===== src/rtl/chanel_result_fifo.sv =====
// Result FIFO between the channel postprocessor and the host readout.
// First-word-fall-through with a registered head word, a sticky overflow flag and an occupancy count.
module chanel_result_fifo #(
  parameter int unsigned WIDTH = 32,
  parameter int unsigned AW    = 3
) (
  input  logic             clk,
  input  logic             rst,
  input  logic             i_vld,
  input  logic [WIDTH-1:0] i_data,
  input  logic             i_rdy,
  input  logic             i_clr_ovf,
  output logic             o_vld,
  output logic [WIDTH-1:0] o_data,
  output logic [AW:0]      o_cnt,
  output logic             o_full,
  output logic             o_ovf
);

  localparam int unsigned DEPTH   = 1 << AW;
  localparam logic [AW:0] CntFull = (AW + 1)'(DEPTH);

  logic [WIDTH-1:0] mem [DEPTH];
  logic [AW-1:0]    wptr_q, rptr_q, rptr_nxt;
  logic [AW:0]      cnt_q, cnt_d;
  logic [WIDTH-1:0] data_d;
  logic             full, rd, wr, drop;

  assign full     = (cnt_q == CntFull);
  assign rd       = o_vld & i_rdy;
  assign wr       = i_vld & (~full | rd);
  assign drop     = i_vld & full & ~rd;
  assign rptr_nxt = rptr_q + AW'(1);

  always_comb begin
    cnt_d = cnt_q;
    if (wr && !rd) begin
      cnt_d = cnt_q + (AW + 1)'(1);
    end else if (rd && !wr) begin
      cnt_d = cnt_q - (AW + 1)'(1);
    end
  end

  // The memory slot at rptr_q is the word shown on o_data; the next head comes either from
  // the slot after it or, when the FIFO would otherwise be empty, straight from the input.
  always_comb begin
    data_d = o_data;
    if (rd) begin
      if (cnt_q == (AW + 1)'(1)) begin
        if (wr) begin
          data_d = i_data;
        end
      end else begin
        data_d = mem[rptr_nxt];
      end
    end else if (!o_vld && wr) begin
      data_d = i_data;
    end
  end

  always_ff @(posedge clk) begin
    if (wr) begin
      mem[wptr_q] <= i_data;
    end
  end

  always_ff @(posedge clk or posedge rst) begin
    if (rst) begin
      wptr_q <= '0;
      rptr_q <= '0;
      cnt_q  <= '0;
      o_vld  <= 1'b0;
      o_data <= '0;
      o_ovf  <= 1'b0;
    end else begin
      if (wr) begin
        wptr_q <= wptr_q + AW'(1);
      end
      if (rd) begin
        rptr_q <= rptr_nxt;
      end
      cnt_q  <= cnt_d;
      o_vld  <= (cnt_d != '0);
      o_data <= data_d;
      // A drop in the same cycle as a clear keeps the flag set.
      if (drop) begin
        o_ovf <= 1'b1;
      end else if (i_clr_ovf) begin
        o_ovf <= 1'b0;
      end
    end
  end

  assign o_cnt  = cnt_q;
  assign o_full = full;

endmodule


===== config.mk =====
export PLATFORM = sky130hd
export DESIGN_NAME = chanel_result_fifo
export DESIGN_NICKNAME = d
export VERILOG_FILES = /design/src/rtl/chanel_result_fifo.sv
export SDC_FILE = /design/constraint.sdc
export NUM_CORES = 1
export LEC_CHECK = 0
export BUFFER_PORTS_ARGS = -buffer_cell sky130_fd_sc_hd__buf_2
export CAP_MARGIN = 40
export CORE_UTILIZATION = 65
export CTS_CLUSTER_DIAMETER = 150
export DETAILED_ROUTE_END_ITERATION = 16
export GPL_ROUTABILITY_DRIVEN = 0
export PLACE_DENSITY = 0.85
export SETUP_SLACK_MARGIN = 0.05
export SLEW_MARGIN = 20
export SYNTH_ARGS = -nofsm -noshare
export SYNTH_HDL_FRONTEND = slang
export SYNTH_SLANG_ARGS = --single-unit

===== constraint.sdc =====
create_clock -name clk -period 12.1 [get_ports clk]
set_input_delay 2.42 -clock clk [delete_from_list [all_inputs] [get_ports clk]]
set_output_delay 2.42 -clock clk [all_outputs]
set_load 0.03 [all_outputs]

# Word-level counts from Yosys, hierarchy flattened
# Memory sizes are Yosys's and may differ from the RTL's.
# Index checks and enable logic that the tools add are counted.
# op_classes
addsub	4
n_mul	0
div	0
order_cmp	0
n_eq_ne	3
shifts	0
n_mux	10
n_bitwise	7
n_reduce_logical	10
# op_table
operator	count
$mux 32	4
$mux 4	2
$add 3x1->3 const B	2
$add 4x1->4 const B	1
$and 1x1->1	4
$eq 4x1->1 const B	1
$eq 4x4->1 const B	1
$mux 1	4
$reduce_bool 2->1	2
$reduce_bool 4->1	1
$sub 4x1->4 const B	1
$logic_and 1x1->1	3
$logic_not 1->1	3
$ne 3x3->1 const B	1
$not 1->1	2
$reduce_and 2->1	1
$or 1x1->1	1
# totals
ff_bits	44
latch_bits	0
mem_bits_rw	256
rom_bits	0
input_bits	37
output_inout_bits	39
wordCells	41
memories	1
# memory_table
memory	depth	word_bits	rd	rd_clocked_by_memory_dff	wr	line_no	rtl
mem	8	32	1	0	1	23	logic [WIDTH-1:0] mem [DEPTH];

# Longest topological paths before layout
# Gate-level depths: netlist of the first run.
# depth
word_depth	9
mapped_depth	10
depth_no_buf	8

# Worst setup path after synthesis of the first run
# Ideal clock, no wire load.
# synth_timing
path_kind	input port to flip-flop
from	in i_rdy
to	mem mem[0][0], enable pin
setup_ns	0.461
arrival_time_ns	5.312
required_ns	11.639
slack_ns	6.327
path_stages	5
path_buffers	1
cell_sequence	nand2_2 buf_6 a21boi_1 nand2b_1 nor3_1
# synth_between
elab_chain_cells	5
# synth_lines
element	line_no	rtl
from (decl)	11	input logic i_rdy,
$and 1x1->1	30	assign rd = o_vld & i_rdy;
$or 1x1->1	31	assign wr = i_vld & (~full | rd);
$and 1x1->1	31	
$mux 1	62	if (wr) begin
$mux 1 (not written as such)	63	mem[wptr_q] <= i_data;
to (decl)	23	
# No other way between the ends.

# Final worst setup path of the first run
# layout_timing
from	reg cnt_q[1] (netlist: o_cnt[1])
to	out o_full
# layout_between
elab_chain_cells	1
# layout_lines
element	line_no	rtl
from (decl)	25	logic [AW:0] cnt_q, cnt_d;
from (signal assigned)	82	cnt_q <= cnt_d;
$eq 4x4->1	29	assign full = (cnt_q == CntFull);
to (decl)	16	output logic o_full,
# No other way between the ends.

==> results of run 1 <==
through the flow:
step | utilization (%) | area (um2) | setup WS (ns)
after floorplan | - | 11900 | 6.33
after global placement | 69.4 | 12400 | 7.33
after detailed placement | 69.8 | 12500 | 7.15
after CTS | 75.3 | 13500 | 7.71
after global routing | 75.7 | 13500 | 7.65
final | 75.7 | 13500 | 7.74
kinds of logic after synthesis:
kind of cell             share of synthesized area (%)
flip-flops                                        74.1
multiplexers                                      11.0
AND/OR/NAND/NOR                                   4.69
AO/OA/AOI/OAI                                     6.73
buffers and inverters                             2.34
XOR/XNOR                                         0.591
adder cells (fa/ha/maj)                          0.528
worst max-delay path, cell delays in order (launching register included):
cell and delay [ns]:
dfrtp_1 0.45, inv_1 0.16, ha_1 0.27, nand3b_2 0.17, inv_2 0.15, buf_2 0.21
per-layer routing:
layer	routed length (um)	vias up	global-route usage, %
li1	-	3012	-
met1	9800	3432	33.9
met2	12800	314	47.1
met3	1700	56	4.52
met4	554	0	8.73
met5	0	-	0
worst paths after layout:
kind / slack (ns) / startpoint / to / cells after the start
setup / recovery: 7.74 / o_cnt[1] / o_full / 5
hold / removal: 0.54 / rptr_q[2] / rptr_q[2] / 1
setup reg to reg: 9.16 / o_cnt[1] / mem[6][27] / 9
hold reg to reg: 0.54 / rptr_q[2] / rptr_q[2] / 1
max in group asynchronous: 9.69 / rst / rptr_q[0] / 3
min in group asynchronous: 1.87 / rst / o_data[15] / 2
placed cells by master, fill, tap and decap left out, types with 2 or more instances in the layout:
cell         n
clkbuf_16   29
edfxtp_1   256
nor2_4       2
clkinv_2     5
nand2_2      2
nor2_2       7
inv_1        4
nor3_2       2
buf_2       75
dfrtp_1     43
buf_16       2
and2_1       2
mux2i_1    128
inv_2        2
ha_1         5
xor2_1       3
buf_12       2
a21oi_1      3
nand2_1     35
buf_4       16
nor2_1      34
bufinv_16    5
mux2_2       2
xnor2_1      5
nand3_1     34
o22ai_1      2
a22oi_1     65
clkinv_1     4
nand2b_1     3
buf_6        4
clkbuf_1     8
a31oi_1     33
layout make-up:
cell class	instances	area share (%)
inverters	6	0.166
clock buffers	37	5.58
repair buffers	99	4.69
clock inverters	17	1.67
well taps	229	2.11
diodes	1	0.0185
flip-flops and latches	300	64.9
multi-input cells	380	20.9
registers in the layout (all words and copies together) (netlist names):
signal	cells
o_vld	1
mem	256
o_cnt	4
o_data	32
rptr_q	3
o_ovf	1
wptr_q	3
power breakdown:
group | internal, uW | switching [uW]
Sequential | 1330 | 105
Clock | 551 | 373
Combinational | 469 | 860
Total | 2350 | 1340
==> flow_metrics.env, run 1 <==
export IMPL_synth_top_cells_by_count="edfxtp_1, mux2i_1, a22oi_1"
export IMPL_critPathKind="reg -> out"
export IMPL_yosys_top_cells_area="edfxtp_1, mux2i_1, dfrtp_1"
export IMPL_post_cts_resized=0
export IMPL_power_density_mw_per_mm2=272
export IMPL_holdBufCountCts=0
export IMPL_cts_made_buffers=29
export IMPL_fin_skew_ns=0.00786
export IMPL_hold_viol_final=0
export IMPL_final_antenna_net_count=0
export IMPL_slew_violations=0
export IMPL_avgSynthCellArea_um2=16.3
export IMPL_syn_num_nets=771
export IMPL_ys_types=39
export IMPL_multi_input_area_mm2=0.00283
export IMPL_rows=49
export IMPL_die_w_um=137
export IMPL_synth_cell_area_mm2=0.0119
export IMPL_synth_most_common_cell="edfxtp_1"
export IMPL_p_total_uw=3690
export IMPL_crit_required_ns=9.68
export IMPL_nNetsFinal=858
export IMPL_vias=6814
export IMPL_fin_tns_setup_ns=0
export IMPL_htree_levels=1
export IMPL_whs_ns=0.537
export IMPL_tightestPinTransition_ns=0.683
export IMPL_post_cts_buffers=0
export IMPL_crit_path_max_fanout=6
export IMPL_die_y_um=137
export IMPL_ys_warn_count=0
export IMPL_layout_drive_gt1_share_pct=19.5
export IMPL_initial_core_util_pct=66.2
export IMPL_async_reset_ff_share_pct=14.7
export IMPL_antenna_found_initial=1
export IMPL_grt_use_total_pct=26.8
export IMPL_finalWirelength_mm=24.9
export IMPL_synth_area_leader_cell="edfxtp_1"
export IMPL_drt_iter0_markers=574
export IMPL_seq_area_mm2=0.00879
export IMPL_hold_class="reg -> reg"
export IMPL_critPathLaunchType="flop"
export IMPL_slew_limit_headroom_pct=54.5
export IMPL_clk_latency_ns=0.55
export IMPL_wire_per_inst_um=23.3
export IMPL_setup_viol=0
export IMPL_cts_sinks=300
export IMPL_dr_pass1_iters=5
export IMPL_numPlacedInstances=1009
export IMPL_synth_top_area_share_pct=64.8
export IMPL_drc_errors=0
export IMPL_synth_seq_cells=300
export IMPL_grt_overflow_total=0
export IMPL_viasPerCell=6.37
export IMPL_synth_edff_count=256
export IMPL_grt_pass1_wl_mm=37.1
export IMPL_rsz0062_at_grt="false"
export IMPL_yosysSeqAreaShare_pct=74.1
export IMPL_leakage_uw=0.00503
export IMPL_cts_tree="done"
export IMPL_peakVddDrop_v=0.000228
export IMPL_die_area_mm2=0.0188
export IMPL_synthFlopType="edfxtp_1"
export IMPL_cap_violations=0
export IMPL_num_fill_cells=1009
export IMPL_outcome="completed"
export IMPL_cts_buffer_depth=3
export IMPL_grt_max_degree=53
export IMPL_hpwlAfterDp_mm=14.3
export IMPL_crit_arrival_ns=1.94
export IMPL_syn2layout_area_growth_pct=14.3
export IMPL_io_buffers=75
export IMPL_grt_pass1_vias=6950
export IMPL_final_cells=1069
export IMPL_cts_root_buf="clkbuf_16"
export IMPL_clk_pin_slew_worst_paths_ns=0.06
export IMPL_min_period_ns=4.36
export IMPL_crit_path_end_kind="output pin"
export IMPL_fmax_mhz=229
export IMPL_core_mm2=0.0179
export IMPL_synthCells=729
export IMPL_io_pins=76
export IMPL_fin_crit_sh_pct=36.1
Power figures use the tool's default switching activity.
==> run 2: changes to the inputs <==
Settings changed: ABC_AREA set to 1, CORE_UTILIZATION 65 to 61, PLACE_DENSITY 0.85 to 0.8.
Clock period 12.1 ns to 4.3 ns, I/O delays scaled along.
==> flow_metrics.env, run 2 <==
export IMPL_min_period_ns=2.76
export IMPL_final_util_pct=70.4
export IMPL_synthFlopType="edfxtp_1"
export IMPL_holdBufCountCts=0
export IMPL_layout_drive_gt1_share_pct=13.2
export IMPL_wire_per_inst_um=16.7
export IMPL_drc_errors=0
export IMPL_leakage_uw=0.00595
export IMPL_initial_core_util_pct=62.3
export IMPL_post_cts_resized=0
export IMPL_clk_pin_slew_worst_paths_ns=0.06
export IMPL_crit_path_max_fanout=39
export IMPL_crit_path_end_kind="flop"
export IMPL_grt_pass1_wl_mm=42.3
export IMPL_nNetsFinal=1302
export IMPL_synth_cell_area_mm2=0.0126
export IMPL_fin_skew_ns=0.0103
export IMPL_synth_top_area_share_pct=60.9
export IMPL_rsz0062_at_grt="false"
export IMPL_synth_top_family_by_area="simple AND/OR/NAND/NOR gates"
export IMPL_final_cells=1553
export IMPL_grt_overflow_total=0
export IMPL_cts_sinks=300
export IMPL_antenna_found_initial=0
export IMPL_yosys_area_share_adder_pct=0.496
export IMPL_r2r_end="o_data[31]"
export IMPL_reg2reg_from="rptr_q[0]"
export IMPL_critPathKind="reg -> reg"
export IMPL_die_w_um=146
export IMPL_r2r_cells=8
export IMPL_core_mm2=0.0202
export IMPL_power_density_mw_per_mm2=731
export IMPL_final_cell_mix="nand2_1, edfxtp_1, nand3_1"
export IMPL_peakVddDrop_v=0.000560
export IMPL_fin_crit_sh_pct=64.2
export IMPL_tightestPinTransition_ns=0.819
export IMPL_io_buffers=75
export IMPL_synth_compound_area_share_pct=0.357
export IMPL_slew_limit_headroom_pct=45.4
export IMPL_crit_arrival_ns=3.20
export IMPL_avgSynthCellArea_um2=10.6
export IMPL_synth_area_leader_cell="edfxtp_1"
export IMPL_vias=8507
export IMPL_outcome="completed"
export IMPL_hold_class="in -> async"
export IMPL_cts_buffer_depth=3
export IMPL_synth_xor_area_share_pct=0.347
export IMPL_ys_types=27
export IMPL_grt_pass1_vias=8391
export IMPL_synthSimpleGateAreaFrac_pct=24.1
export IMPL_reg2reg_slack_ns=1.54
export IMPL_async_reset_ff_share_pct=14.7
export IMPL_yosys_top_cells_area="edfxtp_1, nand2_1, dfrtp_1"
export IMPL_clk_latency_ns=0.54
export IMPL_post_cts_buffers=0
export IMPL_dr_pass1_iters=5
export IMPL_syn_num_nets=1237
export IMPL_critPathLaunchType="flop"
export IMPL_die_area_mm2=0.0213
export IMPL_cap_violations=0
export IMPL_cts_made_buffers=29
export IMPL_syn2layout_area_growth_pct=13.0
export IMPL_grt_use_total_pct=25.2
export IMPL_synthCells=1195
export IMPL_largest_reg_flops=256
export IMPL_synthMuxAreaShare_pct=0
export IMPL_htree_levels=1
export IMPL_cts_tree="done"
export IMPL_drt_iter0_markers=728
export IMPL_io_pins=76
export IMPL_cts_root_buf="clkbuf_16"
export IMPL_top_register="mem"
export IMPL_setup_viol=0
export IMPL_hpwlAfterDp_mm=15.6
export IMPL_die_y_um=146
export IMPL_numPlacedInstances=1499
export IMPL_yosysSeqAreaShare_pct=69.7
export IMPL_crit_required_ns=4.73
export IMPL_synth_top_cells_by_count="nand2_1, edfxtp_1, nand3_1"
export IMPL_slew_violations=0
export IMPL_ys_warn_count=0
export IMPL_synth_seq_cells=300
export IMPL_fmax_mhz=362
export IMPL_grt_max_degree=76
export IMPL_final_common_cell="nand2_1"
export IMPL_synth_most_common_cell="nand2_1"
export IMPL_hold_viol_final=0
export IMPL_rows=52
export IMPL_finalWirelength_mm=26.0
export IMPL_viasPerCell=5.48
export IMPL_fin_tns_setup_ns=0
export IMPL_diodes=0
export IMPL_final_antenna_net_count=0
export IMPL_synth_edff_count=256
[run 2: how the worst max path moves through the flow]
stage | cells past startpoint | end | startpoint | slack (ns)
after CTS | 8 | mem[5][17] | o_cnt[0] | 1.53
final | 8 | o_data[31] | rptr_q[0] | 1.54
after detailed placement | 8 | mem[5][27] | i_rdy | 1.28
after global routing | 8 | mem[5][2] | o_cnt[0] | 1.32
after floorplan | 6 | mem[0][0] | o_cnt[0] | 1.01
after global placement | 6 | mem[2][0] | i_rdy | 1.37
[run 2: power breakdown]
part | leakage, uW | switching (uW) | internal, uW
registers | 0.00285 | 264 | 3730
logic | 0.00264 | 2840 | 1150
clock network | 0.000458 | 1020 | 1410
[run 2: routing by layer]
metal	track usage [%]	vias up	wire (um)
li1	-	4096	-
met1	33.5	4038	10700
met2	43.2	319	13000
met3	3.42	54	1670
met4	8.26	0	591
met5	0	-	0
[run 2: cells by family after synthesis]
| kind of cell | count (synthesis) |
|---|---|
| buf+inv | 145 |
| simple gates | 733 |
| flops | 300 |
| compound gates | 7 |
| fa+ha+maj | 5 |
| xor+xnor | 5 |
[run 2: area by class of cell]
type                            instances  area (um2)
Fill cell                            1352        5980
Clock inverter                         15         124
Tap cell                              270         338
Sequential cell                       300        8790
Timing Repair Buffer                   94         623
Clock buffer                           39         793
Inverter                               85         320
Multi-Input combinational cell        750        3260
[run 2: critical path, stage by stage, from the launching register on]
cell and delay [ns]:
dfrtp_4 0.67, ha_1 0.38, buf_4 0.41, inv_1 0.42, buf_4 0.35, nand3_1 0.16, nand3_1 0.12, nand2_1 0.08
nand2_1 0.05
[run 2: through the flow]
stage               setup WS, ns  power [uW]  instance area, um2  hold slack [ns]
floorplan                   1.01        6860               12600            0.457
global placement            1.37        7810               13200            0.457
detailed placement          1.28        8010               13300            0.460
CTS                         1.53       10500               14300            0.386
global route                1.32       11100               14300            0.408
finish                      1.54       10400               14300            0.368
